==> config.mk <==
export PLATFORM = sky130hd
export DESIGN_NAME = bp_me_msg_stream_pump
export DESIGN_NICKNAME = d
export VERILOG_FILES = /design/src/rtl/bp_me_msg_stream_pump.sv
export SDC_FILE = /design/constraint.sdc
export NUM_CORES = 1
export LEC_CHECK = 0
export ABC_CLOCK_PERIOD_IN_PS = 2360
export BUFFER_PORTS_ARGS = -buffer_cell sky130_fd_sc_hd__buf_4
export CORE_AREA = 2 2 326 328
export CTS_BUF_LIST = sky130_fd_sc_hd__clkbuf_4 sky130_fd_sc_hd__clkbuf_8
export CTS_CLUSTER_SIZE = 14
export DETAILED_ROUTE_END_ITERATION = 8
export DIE_AREA = 0 0 328 330
export SLEW_MARGIN = 10
export SYNTH_ARGS = -nofsm -noshare
export SYNTH_HDL_FRONTEND = slang
export SYNTH_SLANG_ARGS = --single-unit
==> constraint.sdc <==
create_clock -name clk_i -period 2.36 [get_ports clk_i]
set_input_delay 0 -clock clk_i [delete_from_list [all_inputs] [get_ports clk_i]]
set_output_delay 0 -clock clk_i [all_outputs]
set_load 0.03 [all_outputs]
==> src/rtl/bp_me_msg_stream_pump.sv <==
// Splits one BedRock memory message (header + full payload) into narrow stream beats.
// Optional define BP_ME_PUMP_SIZE_CHECK_EN adds a sticky oversize-payload error flag.
module bp_me_msg_stream_pump #(
  parameter int unsigned header_width_p      = 128,
  parameter int unsigned msg_data_width_p    = 512,
  parameter int unsigned stream_data_width_p = 64,
  // msg_type 3 (uc_wr) and msg_type 1 (wr) carry payload on the command side
  parameter logic [15:0] payload_mask_p      = (16'd1 << 3) | (16'd1 << 1)
) (
  input  logic                           clk_i,
  input  logic                           reset_n_i,
  input  logic [header_width_p-1:0]      msg_header_i,
  input  logic [msg_data_width_p-1:0]    msg_data_i,
  input  logic                           msg_v_i,
  output logic                           msg_ready_and_o,
  output logic [header_width_p-1:0]      stream_header_o,
  output logic [stream_data_width_p-1:0] stream_data_o,
  output logic                           stream_v_o,
  output logic                           stream_last_o,
  input  logic                           stream_ready_and_i,
  output logic                           err_o
);

  localparam int unsigned num_beats_lp      = msg_data_width_p / stream_data_width_p;
  localparam int unsigned bytes_per_beat_lp = stream_data_width_p / 8;
  localparam int unsigned cnt_width_lp      = (num_beats_lp > 1) ? $clog2(num_beats_lp) : 1;

  typedef enum logic {e_ready, e_stream} state_e;

  state_e                                           state_q, state_d;
  logic [header_width_p-1:0]                        header_q, header_d;
  logic [num_beats_lp-1:0][stream_data_width_p-1:0] data_q, data_d;
  logic [cnt_width_lp-1:0]                          cnt_q, cnt_d;
  logic [cnt_width_lp-1:0]                          last_q, last_d;

  logic [3:0]              msg_type;
  logic [2:0]              msg_size;
  logic                    is_payload;
  int unsigned             msg_bytes;
  int unsigned             beats;
  logic [cnt_width_lp-1:0] last_idx;
  logic                    msg_accept;

  // Beat limit of the incoming message, decoded from type and size.
  // NOTE: every variable assigned in an always_comb gets a value on every path
  // (here by straight-line assignment first), otherwise a latch is inferred.
  always_comb begin
    msg_type   = msg_header_i[3:0];
    msg_size   = msg_header_i[6:4];
    is_payload = payload_mask_p[msg_type];
    msg_bytes  = 32'd1 << msg_size;
    beats      = msg_bytes / bytes_per_beat_lp;
    if (!is_payload || beats == 0) beats = 1;
    if (beats > num_beats_lp)      beats = num_beats_lp;
    last_idx   = cnt_width_lp'(beats - 1);
  end

  // State register.
  // NOTE: sequential state is always written with non-blocking (<=) assignments
  // so every flop samples the pre-edge values regardless of statement order.
  always_ff @(posedge clk_i or negedge reset_n_i) begin
    if (!reset_n_i) state_q <= e_ready;
    else            state_q <= state_d;
  end

  // Next-state logic: a message arriving on the final-beat handshake keeps us streaming.
  always_comb begin
    state_d = state_q;
    case (state_q)
      e_ready:  if (msg_v_i) state_d = e_stream;
      e_stream: if (stream_ready_and_i && stream_last_o && !msg_v_i) state_d = e_ready;
      default:  state_d = e_ready;
    endcase
  end

  // Output logic.
  always_comb begin
    stream_v_o      = (state_q == e_stream);
    stream_last_o   = stream_v_o && (cnt_q == last_q);
    msg_ready_and_o = (state_q == e_ready) || (stream_last_o && stream_ready_and_i);
  end

  assign msg_accept      = msg_v_i && msg_ready_and_o;
  assign stream_header_o = header_q;
  assign stream_data_o   = data_q[cnt_q];

  // Datapath: capture on accept, advance the beat counter on each non-final beat handshake.
  always_comb begin
    header_d = header_q;
    data_d   = data_q;
    cnt_d    = cnt_q;
    last_d   = last_q;
    if (msg_accept) begin
      header_d = msg_header_i;
      data_d   = is_payload ? msg_data_i : '0;
      cnt_d    = '0;
      last_d   = last_idx;
    end else if (stream_v_o && stream_ready_and_i && !stream_last_o) begin
      cnt_d = cnt_q + cnt_width_lp'(1);
    end
  end

  // NOTE: the wide payload register is reset as well, so stream_data_o is a known
  // zero out of reset rather than whatever the flops power up with.
  always_ff @(posedge clk_i or negedge reset_n_i) begin
    if (!reset_n_i) begin
      header_q <= '0;
      data_q   <= '0;
      cnt_q    <= '0;
      last_q   <= '0;
    end else begin
      header_q <= header_d;
      data_q   <= data_d;
      cnt_q    <= cnt_d;
      last_q   <= last_d;
    end
  end

`ifdef BP_ME_PUMP_SIZE_CHECK_EN
  logic err_q, err_d;

  // Sticky: an accepted payload message larger than the payload field.
  assign err_d = err_q || (msg_accept && is_payload && (msg_bytes * 8 > msg_data_width_p));

  always_ff @(posedge clk_i or negedge reset_n_i) begin
    if (!reset_n_i) err_q <= 1'b0;
    else            err_q <= err_d;
  end

  assign err_o = err_q;
`else
  assign err_o = 1'b0;
`endif

endmodule
==> metrics, run 1 <==
H-tree depth=3; Die X=328 um; Yosys top cell by area=dfrtp_1; ys async rst share=100%; clk sink count=647; postcts setup bufs=26; Rows=119; status=did not finish; most common cell in the netlist=nand2_1; Mapped Avg Cell Area=10.6 um^2; largest family of logic cells by synthesized area=multiplexers; count of unique library cells instantiated by Yosys=34; Post-Syn Area=0.0293 mm^2; I/O pin cnt=840; # resized after CTS=127; sequential-to-total area share from yosys stat=55.2%; dominant synthesized flop cell=dfrtp_1; GP Congestion=0.896; starting density of the core=28.0%; syn_nets=3422; Clock Path Buffers=3; Syn Inst Count=2776; stop err=[ERROR RSZ-0060] Max buffer count reached.; Post-synth EDFFs=0; top cell type's share of synthesized area=55.2%; dpl ws=0.141 ns; post-synthesis simple-gate area fraction=13.5%; XOR/XNOR Fraction of Synth Area=0.209%; #FFs+latches synth=647; CTS root buf=clkbuf_8; Post-Synth Adder-Cell Area=0.0853%; Placed Cells=4856; Synth Area in Compound Gates=8.98%; Die Y=330 um; Post-DP HPWL=76100 um; count of input and output buffers=838; Failed at=clock tree synthesis (4_1_cts); # hold bufs at CTS=1020; leading cell types by count after synthesis=1032 x nand2_1, 647 x dfrtp_1, 515 x o21ai_0; synth top area cells=dfrtp_1 55%, nand2_1 13%, mux4_2 9.8%, o21ai_0 8.8%, mux2_4 5.1%; CTS buffer count=114; Synth Warn #=0; mux contribution to synthesized area=18.5%
[through the flow]
stage | instance area (um^2) | hold slack [ns]
after floorplan | 29300 | -0.296
after global placement | 37300 | -0.00527
after detailed placement | 37300 | 0.00237
[kinds of logic after synthesis]
group                    after synthesis
AO/OA/AOI/OAI                        523
XOR/XNOR                               7
adder cells (fa/ha/maj)                2
buffers and inverters                227
flip-flops                           647
multiplexers                         321
other                                  1
AND/OR/NAND/NOR                     1048
==> run 2, diff against run 1 <==
Settings changed: CORE_AREA 2 2 326 328 to 2 2 327 329, CTS_BUF_LIST sky130_fd_sc_hd__clkbuf_4 sky130_fd_sc_hd__clkbuf_8 to unset, CTS_CLUSTER_SIZE 14 to unset, DIE_AREA 0 0 328 330 to 0 0 329 331, PLACE_DENSITY_LB_ADDON set to 0.15.
==> run 2 against run 1 <==
The flow now finishes, with violations (negative setup slack). Area after synthesis did not move. Synthesized cell count did not move.
==> metrics, run 2 <==
GP Congestion=0.801 (-11%); pwr dens=1170 mW/mm^2; Synth Warn #=0 (unchanged); Layout area overhead=62.3%; Reg with most FFs=data_q; Crit Path Max Fanout=10; Clock transition at path regs=0.06 ns; most frequent cells in the layout=1032 x nand2_1, 834 x buf_4, 644 x dfrtp_1, 644 x dlygate4sd3_1, 513 x o21ai_0; fill count=9951; status=finished with violations; 1st-iter DRT viols=1286; f_max=0.395 GHz; Slowest-stage cell, CP=mux4_2; I/O pin cnt=840 (unchanged); sequential-to-total area share from yosys stat=55.2% (unchanged); count of input and output buffers=838 (unchanged); H-tree depth=3 (unchanged); crit path launch type=flop; vias in the first global route=27.2k; Post-DP HPWL=79600 um (+4.6%); Tightest Pin Transition=0.701 ns; Combinational Power Share=45.0%; Fin. Hold Viols=0; Via density=4.52; leading cell types by count after synthesis=1032 x nand2_1, 647 x dfrtp_1, 515 x o21ai_0; P_sw=20.7 mW; share of layout cells above drive strength 1=32.4%; synth top area cells=dfrtp_1 55%, nand2_1 13%, mux4_2 9.8%, o21ai_0 8.8%, mux2_4 5.1%; total vias in the final route=25.8k; Final setup viols=64; clk_lat worst skew=0.65 ns; Flop pwr share=33.9%; starting density of the core=28.0% (-0.080 points); worst hold path class=in2reg; Leakage Power=21.6 nW; relative slew slack=53.3%; Buf/Inv on CP=3; critical path required time=2.36 ns; top cell type's share of synthesized area=55.2% (unchanged); CP Cell Sequence=buf_16 > buf_4 > mux4_2 > mux2_4 > buf_6; max-capacitance violation count=0; First-pass DRT Iterations=5; Post-synth EDFFs=0 (unchanged); final worst-path cycle share=107%; die footprint=0.109 mm^2; ys async rst share=100% (unchanged); sw frac=37.3%; clock skew=0.0200 ns; max reg flops=512; FF/Latch Area=0.0162 mm^2; Max Slew Vio Count=0; core box area=0.105 mm^2; grt ovf=0; commonest non-fill, non-tap cell in the layout=nand2_1; Rows=119 (unchanged); #FFs+latches synth=647 (unchanged); CP max stage delay=0.57 ns; most common cell in the netlist=nand2_1; CP Class=reg2out; Routed Antenna Nets=0; Mapped Avg Cell Area=10.6 um^2 (unchanged); Die Y=331 um (+0.30%); final worst setup slack=-0.172 ns; post-route DRC violation count=0; DRT Wirelength=116000 um; WP data arrival=2.53 ns; RSZ-0062 raised after global routing=yes; initial antenna violation count=26; crit end category=primary output; count of unique library cells instantiated by Yosys=34 (unchanged); CTS root buf=clkbuf_16; Pint=34.8 mW; first-pass GRT wire length=170000 um; Die X=329 um (+0.30%); Fin Setup TNS=-7.49 ns; Max VDD drop=0.00103 V; Final min period=2.53 ns; NumNets Final=4886; TritonCTS clock tree=built; largest net degree at the start of global routing=179; failing checks=negative setup slack; clk sink count=647 (unchanged); Clock Path Buffers=3 (unchanged); Multi-input gate area=0.0123 mm^2; Clk pwr share=21.1%; post-layout util=45.4%; Syn Inst Count=2776 (unchanged); CTS buffer count=79 (-31%); Yosys top cell by area=dfrtp_1; routed length per instance=20.4 um; cell family with most CP delay=multiplexers; syn_nets=3422 (unchanged); Post-Syn Area=0.0293 mm^2 (unchanged); dominant synthesized flop cell=dfrtp_1; gr usage total=20.6%
run 2: cell counts after synthesis:
Identical to the previous run, type by type.
run 2: cell families (layout without fill, tap and decap cells):
logic type	after synthesis	after routing	synth area share, %
simple gates	1048	1048	13.5
buf+inv	227	1747	3.51
other cells	1	16	0.0128
compound gates	523	523	8.98
mux	321	321	18.5
flops	647	647	55.2
xor+xnor	7	7	0.209
fa+ha+maj	2	2	0.0852
run 2: path summary, 6_finish.rpt:
kind / slack, ns / to / start / cells after the start
min: 0.12 / stream_header_o[49] / msg_header_i[49] / 3
min reg2reg: 0.47 / data_q[237] / data_q[237] / 2
min in group asynchronous: 0.17 / stream_header_o[81] / reset_n_i / 3
max: -0.17 / stream_data_o[28] / cnt_q[0] / 5
max reg2reg: 0.04 / stream_header_o[95] / cnt_q[1] / 5
max in group asynchronous: 1.71 / data_q[202] / reset_n_i / 4
run 2: worst register-to-register path: stages, from the launching register on:
cell	delay, ns
dfrtp_4	0.56
xor2_1	0.21
o41a_2	0.58
buf_12	0.21
buf_12	0.20
mux2_4	0.45
run 2: metal layers:
layer  GRT usage, %  vias to the layer above  routed length [um]
li1               -                    12300                   -
met1           25.7                    12500               48600
met2           35.6                      675               57700
met3           4.52                      187                6060
met4           6.64                       20                3860
met5              0                        -                 133
run 2: through the flow:
step | hold slack [ns] | total power, mW | instances | cell area, um^2 | setup WS [ns]
6_report | 0.116 | 55.5 | 5702 | 47600 | -0.172
5_1_grt | 0.0860 | 58.8 | 5699 | 47600 | -0.243
4_1_cts | 0.0639 | 55.4 | 5670 | 47200 | -0.242
3_5_place_dp | 0.0414 | 40.9 | 4870 | 37500 | 0.158
3_3_place_gp | 0.0354 | 40.7 | 4870 | 37500 | 0.173
2_1_floorplan | -0.296 | 32.3 | 2776 | 29300 | 0.212
run 2: power groups by stage:
stage | Combinational, mW | Sequential [mW] | Clock [mW]
6_report | 25.0 | 18.8 | 11.7
5_1_grt | 26.8 | 19.4 | 12.5
4_1_cts | 24.5 | 18.8 | 12.1
3_5_place_dp | 21.9 | 18.9 | 0
3_3_place_gp | 21.8 | 18.9 | 0
2_1_floorplan | 12.1 | 20.2 | 0
run 2: repair_timing:
item,4_1_cts,5_1_grt
resized for setup,101,40
hold buffers,645,0
buffers inserted,11,10
pin swaps,0,2
hold endpoints to repair,1124,0
gates cloned,7,8
endpoints found under the setup margin,64,328
run 2: final cells by class:
cell class                      count  share of cell area (%)
Timing Repair Buffer             1608                    31.3
Inverter                            2                  0.0158
Antenna cell                       15                  0.0788
Multi-Input combinational cell   1902                    25.8
Clock buffer                      117                    4.86
Sequential cell                   647                    34.0
Tap cell                         1391                    3.65
Clock inverter                     20                   0.294
Power figures use the tool's default switching activity.
